## src/rtl/mem_pkg.sv

```systemverilog
// Shared types and constants for the MEM-stage data-memory access controller.
// Access-size decode helpers used by the controller and load aligner.
package mem_pkg;

    localparam logic [2:0] F3_B  = 3'b000;
    localparam logic [2:0] F3_H  = 3'b001;
    localparam logic [2:0] F3_W  = 3'b010;
    localparam logic [2:0] F3_BU = 3'b100;
    localparam logic [2:0] F3_HU = 3'b101;

    localparam logic [3:0] STRB_NONE = 4'b0000;
    localparam logic [3:0] STRB_B    = 4'b0001;
    localparam logic [3:0] STRB_HLO  = 4'b0011;
    localparam logic [3:0] STRB_HHI  = 4'b1100;
    localparam logic [3:0] STRB_W    = 4'b1111;

    typedef enum logic [1:0] {
        IDLE,
        REQ,
        DONE
    } state_e;

    typedef enum logic [1:0] {
        SZ_B,
        SZ_H,
        SZ_W
    } size_e;

    // Reserved encodings fall through to a full-word access.
    function automatic size_e size_of(input logic [2:0] f3);
        size_e sz;
        case (f3)
            F3_B, F3_BU: sz = SZ_B;
            F3_H, F3_HU: sz = SZ_H;
            default:     sz = SZ_W;
        endcase
        return sz;
    endfunction

    // Byte offset truncated to the natural alignment of the access size.
    function automatic logic [1:0] eff_off(input size_e sz,
                                           input logic [1:0] a);
        logic [1:0] o;
        case (sz)
            SZ_B:    o = a;
            SZ_H:    o = {a[1], 1'b0};
            default: o = 2'b00;
        endcase
        return o;
    endfunction

    function automatic logic misaligned(input size_e sz,
                                        input logic [1:0] a);
        logic m;
        case (sz)
            SZ_B:    m = 1'b0;
            SZ_H:    m = a[0];
            default: m = (a != 2'b00);
        endcase
        return m;
    endfunction

endpackage

```

## src/rtl/mem_access_ctrl_load_align.sv

```systemverilog
// Load data aligner: picks the addressed lane of the bus word and
// sign- or zero-extends it according to the load size.
module load_align
    import mem_pkg::*;
(
    input  logic [31:0] rdata_i,
    input  logic [1:0]  off_i,
    input  logic [2:0]  fun3_i,
    output logic [31:0] data_o
);

    logic [7:0]  byte_sel;
    logic [15:0] half_sel;

    // Lane select followed by extension.
    always_comb begin
        byte_sel = rdata_i[8*off_i +: 8];
        half_sel = off_i[1] ? rdata_i[31:16] : rdata_i[15:0];
        case (fun3_i)
            F3_B:    data_o = {{24{byte_sel[7]}}, byte_sel};
            F3_BU:   data_o = {24'h0, byte_sel};
            F3_H:    data_o = {{16{half_sel[15]}}, half_sel};
            F3_HU:   data_o = {16'h0, half_sel};
            default: data_o = rdata_i;
        endcase
    end

endmodule

```

## src/rtl/mem_access_ctrl.sv

```systemverilog
// MEM-stage data-memory access controller: valid/ready bus sequencing,
// byte strobes, load alignment, timeout abort. Option: MISALIGN_TRAP_EN.
module mem_access_ctrl
    import mem_pkg::*;
#(
    parameter int TIMEOUT_CYCLES = 255,
    parameter int CNT_W = (TIMEOUT_CYCLES > 0) ?
                          $clog2(TIMEOUT_CYCLES + 1) : 1
) (
    input  logic        clk,
    input  logic        reset,
    input  logic        valid_in,
    input  logic [31:0] alu_result_in,
    input  logic [31:0] write_data_in,
    input  logic [2:0]  fun3_in,
    input  logic        mem_read_in,
    input  logic        mem_write_in,
    output logic        stall_out,
    output logic [31:0] read_data_out,
    output logic        read_valid_out,
    output logic        err_out,
    output logic        misalign_out,
    output logic        bus_req,
    output logic        bus_we,
    output logic [31:0] bus_addr,
    output logic [31:0] bus_wdata,
    output logic [3:0]  bus_wstrb,
    input  logic        bus_ready,
    input  logic [31:0] bus_rdata
);

    localparam bit TO_EN = (TIMEOUT_CYCLES != 0);
    localparam logic [CNT_W-1:0] TO_LAST =
        CNT_W'(TO_EN ? TIMEOUT_CYCLES - 1 : 0);

    state_e state_q, state_d;
    logic [CNT_W-1:0] cnt_q, cnt_d;
    logic        we_q, we_d;
    logic [31:0] addr_q, addr_d;
    logic [31:0] wdata_q, wdata_d;
    logic [3:0]  wstrb_q, wstrb_d;
    logic [1:0]  off_q, off_d;
    logic [2:0]  fun3_q, fun3_d;
    logic [31:0] rdata_q, rdata_d;
    logic        rv_q, rv_d;
    logic        err_q, err_d;
    logic        mis_q, mis_d;

    logic        access;
    logic        stall;
    logic        mis_in;
    logic        to_hit;
    size_e       sz_in;
    logic [1:0]  off_in;
    logic [3:0]  strb_st;
    logic [31:0] wd_st;
    logic [31:0] ld_data;

    assign access = valid_in & (mem_read_in | mem_write_in);
    assign sz_in  = size_of(fun3_in);
    assign off_in = eff_off(sz_in, alu_result_in[1:0]);
    assign to_hit = TO_EN && (cnt_q == TO_LAST);

`ifdef MISALIGN_TRAP_EN
    assign mis_in = misaligned(sz_in, alu_result_in[1:0]);
`else
    assign mis_in = 1'b0;
`endif

    // Store lane replication and byte-enable generation.
    always_comb begin
        case (sz_in)
            SZ_B: begin
                strb_st = STRB_B << off_in;
                wd_st   = {4{write_data_in[7:0]}};
            end
            SZ_H: begin
                strb_st = off_in[1] ? STRB_HHI : STRB_HLO;
                wd_st   = {2{write_data_in[15:0]}};
            end
            default: begin
                strb_st = STRB_W;
                wd_st   = write_data_in;
            end
        endcase
    end

    load_align u_load_align (
        .rdata_i (bus_rdata),
        .off_i   (off_q),
        .fun3_i  (fun3_q),
        .data_o  (ld_data)
    );

    // Next-state, latched bus fields and completion pulses.
    always_comb begin
        state_d = state_q;
        cnt_d   = cnt_q;
        we_d    = we_q;
        addr_d  = addr_q;
        wdata_d = wdata_q;
        wstrb_d = wstrb_q;
        off_d   = off_q;
        fun3_d  = fun3_q;
        rdata_d = rdata_q;
        rv_d    = 1'b0;
        err_d   = 1'b0;
        mis_d   = 1'b0;
        stall   = 1'b0;
        unique case (state_q)
            IDLE: begin
                stall = access;
                if (access) begin
                    we_d    = mem_write_in;
                    addr_d  = {alu_result_in[31:2], 2'b00};
                    wdata_d = wd_st;
                    wstrb_d = mem_write_in ? strb_st : STRB_NONE;
                    off_d   = off_in;
                    fun3_d  = fun3_in;
                    cnt_d   = '0;
                    if (mis_in) begin
                        mis_d   = 1'b1;
                        state_d = DONE;
                    end else begin
                        state_d = REQ;
                    end
                end
            end
            REQ: begin
                stall = 1'b1;
                if (bus_ready) begin
                    state_d = DONE;
                    if (!we_q) begin
                        rv_d    = 1'b1;
                        rdata_d = ld_data;
                    end
                end else if (to_hit) begin
                    state_d = DONE;
                    err_d   = 1'b1;
                    rdata_d = '0;
                end else begin
                    cnt_d = cnt_q + CNT_W'(1);
                end
            end
            DONE: begin
                state_d = IDLE;
            end
            default: state_d = IDLE;
        endcase
    end

    // State and datapath registers.
    always_ff @(posedge clk or posedge reset) begin
        if (reset) begin
            state_q <= IDLE;
            cnt_q   <= '0;
            we_q    <= 1'b0;
            addr_q  <= '0;
            wdata_q <= '0;
            wstrb_q <= '0;
            off_q   <= '0;
            fun3_q  <= '0;
            rdata_q <= '0;
            rv_q    <= 1'b0;
            err_q   <= 1'b0;
            mis_q   <= 1'b0;
        end else begin
            state_q <= state_d;
            cnt_q   <= cnt_d;
            we_q    <= we_d;
            addr_q  <= addr_d;
            wdata_q <= wdata_d;
            wstrb_q <= wstrb_d;
            off_q   <= off_d;
            fun3_q  <= fun3_d;
            rdata_q <= rdata_d;
            rv_q    <= rv_d;
            err_q   <= err_d;
            mis_q   <= mis_d;
        end
    end

    assign stall_out      = stall & ~reset;
    assign bus_req        = (state_q == REQ);
    assign bus_we         = we_q;
    assign bus_addr       = addr_q;
    assign bus_wdata      = wdata_q;
    assign bus_wstrb      = wstrb_q;
    assign read_data_out  = rdata_q;
    assign read_valid_out = rv_q;
    assign err_out        = err_q;
    assign misalign_out   = mis_q;

endmodule

```

## config.mk

```make
export PLATFORM = sky130hd
export DESIGN_NAME = mem_access_ctrl
export DESIGN_NICKNAME = d
export VERILOG_FILES = /design/src/rtl/mem_pkg.sv /design/src/rtl/mem_access_ctrl_load_align.sv /design/src/rtl/mem_access_ctrl.sv
export SDC_FILE = /design/constraint.sdc
export NUM_CORES = 1
export LEC_CHECK = 0
export CELL_PAD_IN_SITES_DETAIL_PLACEMENT = 1
export CELL_PAD_IN_SITES_GLOBAL_PLACEMENT = 1
export CORE_MARGIN = 8
export CORE_UTILIZATION = 30
export CTS_BUF_LIST = sky130_fd_sc_hd__clkbuf_4 sky130_fd_sc_hd__clkbuf_8
export DETAILED_ROUTE_END_ITERATION = 10
export MAX_ROUTING_LAYER = met4
export PLACE_DENSITY_LB_ADDON = 0.15
export REMOVE_ABC_BUFFERS = 1
export SYNTH_ARGS = -nofsm -noshare
export SYNTH_HDL_FRONTEND = slang
export SYNTH_SLANG_ARGS = --single-unit
```

## constraint.sdc

```tcl
create_clock -name clk -period 4 [get_ports clk]
set_input_delay 0.8 -clock clk [delete_from_list [all_inputs] [get_ports clk]]
set_output_delay 0.8 -clock clk [all_outputs]
set_load 0.005 [all_outputs]
```

### Word-level counts from Yosys, hierarchy flattened

Index checks and enable logic that the tools add are counted.

| operators by class | value |
|---|---|
| add/sub/neg operators | 1 |
| eq/ne operators | 14 |
| shift operators | 2 |
| multiplexer cells | 26 |
| bitwise operators | 4 |
| reductions and logical operators | 12 |

Operator list:

| cell | count |
|---|---|
| $pmux 32 s4 | 1 |
| $mux 32 | 3 |
| $pmux 32 s2 | 1 |
| $shiftx 32x6->8 | 1 |
| $mux 8 | 3 |
| $mux 16 | 1 |
| $pmux 8 s2 | 1 |
| $eq 3x3->1 const B | 4 |
| $pmux 2 s2 | 3 |
| $add 8x1->8 const B | 1 |
| $eq 8x8->1 const B | 1 |
| $mux 4 | 2 |
| $ne 2x2->1 const B | 4 |
| $pmux 4 s2 | 1 |
| $eq 3x1->1 const B | 2 |
| $logic_not 3->1 | 2 |
| $mux 1 | 6 |
| $mux 2 | 3 |
| $eq 2x1->1 const B | 2 |
| $logic_not 2->1 | 2 |
| $reduce_and 2->1 | 2 |
| $reduce_and 4->1 | 1 |
| $reduce_bool 2->1 | 2 |
| $reduce_or 2->1 | 2 |
| other kinds (7) | 8 |

| storage, ports and cells | value |
|---|---|
| bits in registers | 116 |
| bits of input ports | 105 |
| output and inout bits | 106 |
| logic and storage cells | 70 |

### Logic depth before layout (Yosys ltp)

Gate-level depths: netlist of run 1.

| depth | value |
|---|---|
| word-level depth | 8 |
| mapped depth | 7 |

### Hierarchy

From an unflattened synthesis of run 1, not the netlist that was laid out.

| unflattened totals | value |
|---|---|
| cell total of the unflattened synthesis | 534 |
| area total of the unflattened synthesis | 5883.1 µm² |

Modules (own cells, without submodules):

| module | times used | cells an instance | area an instance (µm²) | sequential area each (µm²) |
|---|---|---|---|---|
| mem_access_ctrl | 1 | 438 | 5037.3 | 2902.8 |
| load_align | 1 | 96 | 845.8 | 0.0 |

### Worst setup path before layout of run 1

OpenSTA, ideal clock, no wires.

| path | value |
|---|---|
| kind | input -> register |
| start point | input port bus_ready |
| end point | register rdata_q[16] (netlist: read_data_out[16]) |
| data arrival time | 2.025 ns |
| required time | 3.874 ns |
| slack | 1.849 ns |
| stages on the path | 5 |
| path through | or3b_1 > nor4_4 > nor2_1 > buf_2 > a221o_1 |

| on the way | value |
|---|---|
| longest elaborated chain between the ends | 2 |

Ends and longest elaborated chain:

| what | line | source |
|---|---|---|
| from (decl) | mem_access_ctrl.sv:28 | `input logic bus_ready,` |
| $ne 2x2->1 (no source line) / $reduce_bool 2->1 (equally long branches) | n/a |  |
| $reduce_and 3->1 (no source line) | n/a |  |
| to (signal assigned) | mem_access_ctrl.sv:176 | `rdata_q <= rdata_d;` |
| to (decl) | mem_access_ctrl.sv:44 | `logic [31:0] rdata_q, rdata_d;` |

Several ways; a longest one is shown, not always the timed one.
A chain may end at the register's enable or synchronous reset.

### Worst setup path in the final report of run 1

| path | value |
|---|---|
| start point | input port mem_write_in |
| end point | output port stall_out |

| on the way | value |
|---|---|
| longest elaborated chain between the ends | 4 |

Ends and longest elaborated chain:

| what | line | source |
|---|---|---|
| from (decl) | mem_access_ctrl.sv:17 | `input logic mem_write_in,` |
| $or 1x1->1 | mem_access_ctrl.sv:59 | `assign access = valid_in & (mem_read_in \| mem_write_in);` |
| $and 1x1->1 | mem_access_ctrl.sv:59 |  |
| $pmux 1 s2 | mem_access_ctrl.sv:110 | `unique case (state_q)` |
| $and 1x1->1 | mem_access_ctrl.sv:183 | `assign stall_out = stall & ~reset;` |
| to (decl) | mem_access_ctrl.sv:18 | `output logic stall_out,` |

Every way passes these cells.

==> results of run 1 <==
critical path: cells and delay by family:
| kind | cells | cell delay [ns] |
|---|---|---|
| buffers and inverters | 2 | 1.15 |
| AOI/OAI and AO/OA | 2 | 0.48 |
power by group through the flow:
stage | sequential (mW) | clock (mW) | combinational (mW)
floorplan | 1.90 | 0 | 0.616
global placement | 1.89 | 0 | 1.79
detailed placement | 1.91 | 0 | 1.83
CTS | 1.90 | 1.35 | 1.84
global route | 1.96 | 1.39 | 1.98
finish | 1.90 | 1.31 | 1.80
stage by stage:
| step | hold WS (ns) | total power [mW] | utilization | cell area [um^2] | std cells |
|---|---|---|---|---|---|
| after global placement | 0.458 | 3.68 | 0.433 | 7720 | 974 |
| after floorplan | 0.448 | 2.51 | - | 5250 | 529 |
| after detailed placement | 0.462 | 3.74 | 0.433 | 7720 | 974 |
| final | 0.474 | 5.01 | 0.459 | 8200 | 1007 |
| after global routing | 0.501 | 5.33 | 0.459 | 8200 | 1007 |
| after CTS | 0.480 | 5.09 | 0.459 | 8200 | 1006 |
cells in the final DEF (no fill, tap or decap), types with 7 or more instances in the layout:
master           count
inv_1                8
a21oi_1             18
nand2b_1             7
mux2i_1             29
o2bb2ai_1           11
nor2_1              24
nand2_1            164
dfrtp_1            116
clkdlybuf4s50_1    207
clkbuf_8            21
o21ai_0             49
a221o_1             16
o22ai_1              8
buf_4                7
final cells by class:
type                            count  area [um^2]
Timing Repair Buffer              216         2160
Inverter                            9         36.3
Clock inverter                      9          173
Antenna cell                        1         2.50
Tap cell                          229          287
Clock buffer                       23          304
Fill cell                        1997         9640
Multi-Input combinational cell    404         2330
Sequential cell                   116         2900
registers in the layout (all words and copies together), names as in the netlist:
register	flops
read_valid_out	1
bus_wstrb	4
err_out	1
bus_we	1
bus_addr	30
state_q	2
read_data_out	32
fun3_q	3
off_q	2
bus_wdata	32
cnt_q	8
worst paths after layout:
check	start	endpoint	depth (start not counted)
hold / removal	bus_addr[31]$_DFFE_PP0P_	bus_addr[31]$_DFFE_PP0P_	2
hold reg to reg	bus_addr[31]$_DFFE_PP0P_	bus_addr[31]$_DFFE_PP0P_	2
setup reg to reg	fun3_q[1]$_DFFE_PP0P_	read_data_out[20]$_DFFE_PP0P_	3
setup / recovery	mem_write_in	stall_out	4
min in group asynchronous	reset	bus_addr[21]$_DFFE_PP0P_	2
max in group asynchronous	reset	bus_wdata[4]$_DFFE_PP0P_	3
cell families after synthesis:
| logic type | Yosys count |
|---|---|
| buffers and inverters | 53 |
| DFF | 116 |
| AOI/OAI and AO/OA | 133 |
| and+or+nand+nor | 230 |
| other | 1 |
| xor gates and xnor gates | 1 |
| adders and majority gates | 2 |
| muxes | 35 |
routing by layer:
layer,track usage,wire length [um]
met1,0.202,8090
met5,-,0
met4,0.0545,212
met3,0.0845,2120
met2,0.269,8810
==> summary.txt, run 1 <==
Placement
  • I/O Buffers: 207
  • Dpl hpwl: 13,900 um
  • GP Congestion: 0.760
  • Place WS: 0.719 ns

Yosys
  • Cells after Synth: 571
  • #FFs+latches synth: 116
  • Yosys cell types: 47
  • Post-synth EDFFs: 0
  • Post-synthesis async set-or-reset flop share: 1.00
  • Syn_area_per_cell: 9.51 um^2
  • Post-synth top area share: 0.535
  • Post-Synth Simple-Gate Area: 0.181
  • Synth Area in XOR/XNOR: 0.00161
  • Count leader, synth: nand2_1
  • Synth Cell Area: 0.00543 mm^2
  • Top area cells in the synthesized netlist: dfrtp_1, nand2_1, mux2i_1
  • Top cells by count, synth: nand2_1, dfrtp_1, o21ai_0
  • Yosys top cell by area: dfrtp_1
  • Synth warn: 0
  • Synth Area in Compound Gates: 0.163
  • Main combinational cell family by area after synthesis: simple AND/OR/NAND/NOR gates
  • Adder-Cell Fraction of Synth Area: 0.00461
  • Seq/Total Area, Yosys: 0.535
  • Ys flop type: dfrtp_1
  • Mux cell area share after synthesis: 0.0742

Detailed routing
  • # DRC: 0
  • First DRT Iteration DRCs: 229
  • Final WL: 19,200 um
  • Vias/cell: 5.02
  • Post-DRT Antenna Nets: 0
  • Wirelength per Cell: 19.1 um
  • DR pass1 iterations: 4
  • Vias: 5,054

Timing
  • Final hold violations: 0
  • RSZ-0062 raised after global routing: false
  • Max Clk Rate: 308 MHz
  • Setup violations, final: 0
  • Fin crit period: 3.24 ns
  • Setup Total Neg Slack: 0 ns
  • Worst rel slew slack: 0.212
  • Final worst-path cycle share: 0.811
  • Setup ws final: 0.757 ns
  • Measured slew at the worst slew-check pin: 1.17 ns
  • Worst Skew: 0.0149 ns
  • Fin. max-slew vios: 0

Floorplanning
  • Core Area: 0.0178 mm^2
  • Die Y: 151 um
  • Std-Cell Rows: 49
  • # IOs: 211
  • Die area: 0.0227 mm^2
  • Initial Util: 0.304
  • Die Wd: 151 um

Worst setup path
  • Slowest-stage cell, CP: clkdlybuf4s50_1
  • Highest net fanout along the worst path: 6
  • Critical path class: input port to primary output
  • Required time worst endpoint: 3.20 ns
  • CP Capture Type: primary output
  • Worst EP arrival: 2.44 ns
  • Crit-path max cell delay: 0.61 ns
  • Most frequent CP cell: clkdlybuf4s50_1
  • Crit path launch type: input port
  • Internal reg-to-reg setup slack: 1.48 ns
  • CP cell instances: clkdlybuf4s50_1, o21ai_0, a211oi_1, clkdlybuf4s50_1

Min path
  • HP Class: flop to flop

Power and ir drop
  • LEAKAGE: 3.58 nW
  • Switching share of power: 0.303
  • Part of the power in registers: 0.379
  • Int Power: 3.49 mW
  • Psw: 1.52 mW
  • Pwr dens: 611 mW/mm^2
  • Worst vdd ir: 0.000258 V
  • Clk pwr share: 0.262
  • Part of the power in combinational logic: 0.359

Cells and area
  • Fraction of layout cells with a size suffix above 1: 0.0682
  • Area Overhead vs Synth: 51.0%
  • Nets: 871

CTS
  • Worst-path clk slew: 0.07 ns
  • CTS resizes: 0
  • CTS buffer count: 17
  • Post-CTS Setup Repair Bufs: 0
  • Latest clock arrival within the worst-skew pair: 0.44 ns
  • Clock Path Buffers: 2
  • TritonCTS clock tree: yes
  • Num Clock Sinks: 116
  • Root Buffer: clkbuf_8
  • H-tree Lvls: 4
  • Hold buffers post-CTS: 0

Global route
  • Gr ovfl total: 0
  • Initial antenna violation count: 1
  • Largest net degree at the start of global routing: 80
  • First-pass GRT wire length: 30,300 um
  • Vias in the first global route: 5,578
  • Total GRT Usage: 0.176

Status
  • Run status: finished, final reports clean

Run
  • MaxCap Viol Count: 0
(Power assumes the default switching activity.)
==> run 2, diff against run 1 <==
--- a/config.mk
+++ b/config.mk
@@ -8,7 +8,7 @@
 export CELL_PAD_IN_SITES_DETAIL_PLACEMENT = 1
 export CELL_PAD_IN_SITES_GLOBAL_PLACEMENT = 1
 export CORE_MARGIN = 8
-export CORE_UTILIZATION = 30
+export CORE_UTILIZATION = 33
 export CTS_BUF_LIST = sky130_fd_sc_hd__clkbuf_4 sky130_fd_sc_hd__clkbuf_8
 export DETAILED_ROUTE_END_ITERATION = 10
 export MAX_ROUTING_LAYER = met4
==> constraint.sdc (replaced) <==
create_clock -name clk -period 3 [get_ports clk]
set_input_delay 0.6 -clock clk [delete_from_list [all_inputs] [get_ports clk]]
set_output_delay 0.6 -clock clk [all_outputs]
set_load 0.005 [all_outputs]
==> run 2 against run 1 <==
  * Core utilization rose by 4.4 points
  * Die area fell by 8.2%
  * Critical path depth did not move
  * Global-route usage rose by 2.1 points
  * Count of clock-buffer cells in the layout did not move
  * Clock power rose by 20%
  * First-iteration DRC count rose by 25%
  * Clock skew fell by 0.0086 ns
  * Sequential share of layout area fell by 0.13 points
  * Sequential power rose by 32%
  * Hold slack got worse by 0.0083 ns
  * Final cell count barely moved
  * Critical path type unchanged
==> summary.txt, run 2 (synthesized netlist as in run 1, its figures left out) <==
Global route
  • First-pass GRT wire length: 30,800 um
  • Initial antenna violation count: 0
  • Gr ovfl total: 0
  • Total GRT Usage: 0.198
  • Largest net degree at the start of global routing: 107
  • Vias in the first global route: 5,574

Cells and area
  • Inserted Diodes: 0
  • FF+latch area: 0.00290 mm^2
  • Number of fill cells: 1,901
  • Fraction of layout cells with a size suffix above 1: 0.0789
  • Most frequent cells in the layout: clkdlybuf4s50_1, nand2_1, dfrtp_1
  • Nets: 880
  • Final Cell Area: 0.00823 mm^2
  • Non-Filler Instances: 1,006
  • Commonest non-fill, non-tap cell in the layout: clkdlybuf4s50_1
  • Multi-input gate area: 0.00233 mm^2
  • Area Overhead vs Synth: 51.6%

Min path
  • HP Class: flop to flop

CTS
  • Clock Path Buffers: 2
  • CTS buffer count: 17
  • Num Clock Sinks: 116
  • Post-CTS Setup Repair Bufs: 0
  • Latest clock arrival within the worst-skew pair: 0.43 ns
  • Hold buffers post-CTS: 0
  • Worst-path clk slew: 0.06 ns
  • H-tree Lvls: 4
  • CTS resizes: 0
  • Root Buffer: clkbuf_8
  • TritonCTS clock tree: yes

Detailed routing
  • # DRC: 0
  • Wirelength per Cell: 19.3 um
  • Post-DRT Antenna Nets: 0
  • DR pass1 iterations: 4
  • Final WL: 19,500 um
  • Vias: 5,097
  • Vias/cell: 5.07
  • First DRT Iteration DRCs: 286

Placement
  • Total placed cells including tap cells: 974
  • Place WS: 0.208 ns
  • GP Congestion: 0.803
  • Dpl hpwl: 14,300 um
  • Area after DPL: 0.00780 mm^2
  • I/O Buffers: 207

Worst setup path
  • CP Capture Type: primary output
  • Crit path max-delay family: buffers and inverters
  • Worst EP arrival: 2.10 ns
  • Most frequent CP cell: clkdlybuf4s50_1
  • CP cell instances: clkdlybuf4s50_1, o21ai_0, a211oi_1, clkdlybuf4s50_1
  • Crit-path max cell delay: 0.56 ns
  • Buf/Inv on CP: 2
  • Critical path class: input port to primary output
  • Highest net fanout along the worst path: 3
  • Slowest-stage cell, CP: clkdlybuf4s50_1
  • Required time worst endpoint: 2.40 ns
  • Crit path launch type: input port

Timing
  • Measured slew at the worst slew-check pin: 1.16 ns
  • Final worst-path cycle share: 0.899
  • Worst rel slew slack: 0.219
  • Fin. max-slew vios: 0
  • Final hold violations: 0
  • Worst Skew: 0.00626 ns
  • Hold WS: 0.466 ns
  • Setup violations, final: 0
  • Max Clk Rate: 371 MHz
  • Setup ws final: 0.302 ns
  • Fin crit period: 2.70 ns
  • RSZ-0062 raised after global routing: false

Power and ir drop
  • Worst vdd ir: 0.000283 V
  • LEAKAGE: 3.61 nW
  • Part of the power in combinational logic: 0.380
  • Part of the power in registers: 0.382
  • Int Power: 4.51 mW
  • Switching share of power: 0.313
  • Clk pwr share: 0.239
  • Pwr dens: 798 mW/mm^2
  • Psw: 2.05 mW

Floorplanning
  • Std-Cell Rows: 47
  • Die Wd: 144 um
  • Die area: 0.0208 mm^2
  • Die Y: 144 um
  • Core Area: 0.0163 mm^2
  • # IOs: 211
  • Initial Util: 0.332

Run
  • MaxCap Viol Count: 0

Status
  • Run status: finished, final reports clean
==> run 2: final timing paths <==
check | depth (start not counted) | slack, ns | end | from
max | 4 | 0.30 | stall_out | mem_write_in
min | 2 | 0.47 | bus_wstrb[2]$_DFFE_PP0P_ | bus_wstrb[2]$_DFFE_PP0P_
max reg2reg | 6 | 0.77 | cnt_q[1]$_DFFE_PP0P_ | cnt_q[0]$_DFFE_PP0P_
min reg2reg | 2 | 0.47 | bus_wstrb[2]$_DFFE_PP0P_ | bus_wstrb[2]$_DFFE_PP0P_
max in group asynchronous | 3 | 1.79 | bus_wdata[23]$_DFFE_PP0P_ | reset
min in group asynchronous | 2 | 0.60 | bus_addr[25]$_DFFE_PP0P_ | reset
==> run 2: through the flow <==
stage / power, mW / util / TNS, ns
floorplan: 3.35 / - / -93.31
finish: 6.56 / 0.503 / 0
global route: 6.98 / 0.503 / 0
CTS: 6.67 / 0.503 / 0
detailed placement: 5.06 / 0.477 / 0
global placement: 4.94 / 0.477 / 0
==> run 2: final cells by class <==
cell class / count / area share
inverters: 9 / 0.00441
well taps: 220 / 0.0334
multi-input cells: 404 / 0.283
clock buffers: 23 / 0.0369
flip-flops and latches: 116 / 0.353
repair buffers: 225 / 0.274
clock inverters: 9 / 0.0152
==> run 2: power groups by stage <==
stage / clock (mW) / combinational (mW) / sequential [mW]
3_3_place_gp: 0 / 2.45 / 2.49
3_5_place_dp: 0 / 2.53 / 2.53
5_1_grt: 1.68 / 2.73 / 2.58
6_report: 1.57 / 2.49 / 2.50
2_1_floorplan: 0 / 0.821 / 2.53
4_1_cts: 1.61 / 2.55 / 2.51
==> run 2: metal layers <==
| layer | vias up | wire, um | share of wire | GRT usage |
|---|---|---|---|---|
| met3 | 16 | 1920 | 0.099 | 0.0862 |
| met5 | - | 0 | 0 | - |
| met4 | 0 | 187 | 0.0096 | 0.0575 |
| met2 | 160 | 9290 | 0.48 | 0.315 |
| li1 | 2377 | - | - | - |
| met1 | 2544 | 8050 | 0.41 | 0.222 |
==> run 2: worst min-delay path, delay by kind of cell (launching register included) <==
kind             cells  cell delay [ns]
and+or+nand+nor      2             0.10
DFF                  1             0.34
==> run 3, diff against run 2 <==
--- a/config.mk
+++ b/config.mk
@@ -11,6 +11,7 @@
 export CORE_UTILIZATION = 33
 export CTS_BUF_LIST = sky130_fd_sc_hd__clkbuf_4 sky130_fd_sc_hd__clkbuf_8
 export DETAILED_ROUTE_END_ITERATION = 10
+export HOLD_SLACK_MARGIN = 0.08
 export MAX_ROUTING_LAYER = met4
 export PLACE_DENSITY_LB_ADDON = 0.15
 export REMOVE_ABC_BUFFERS = 1
==> results of run 3 <==
No change in the layout: final DEF, timing and power equal those of run 2.
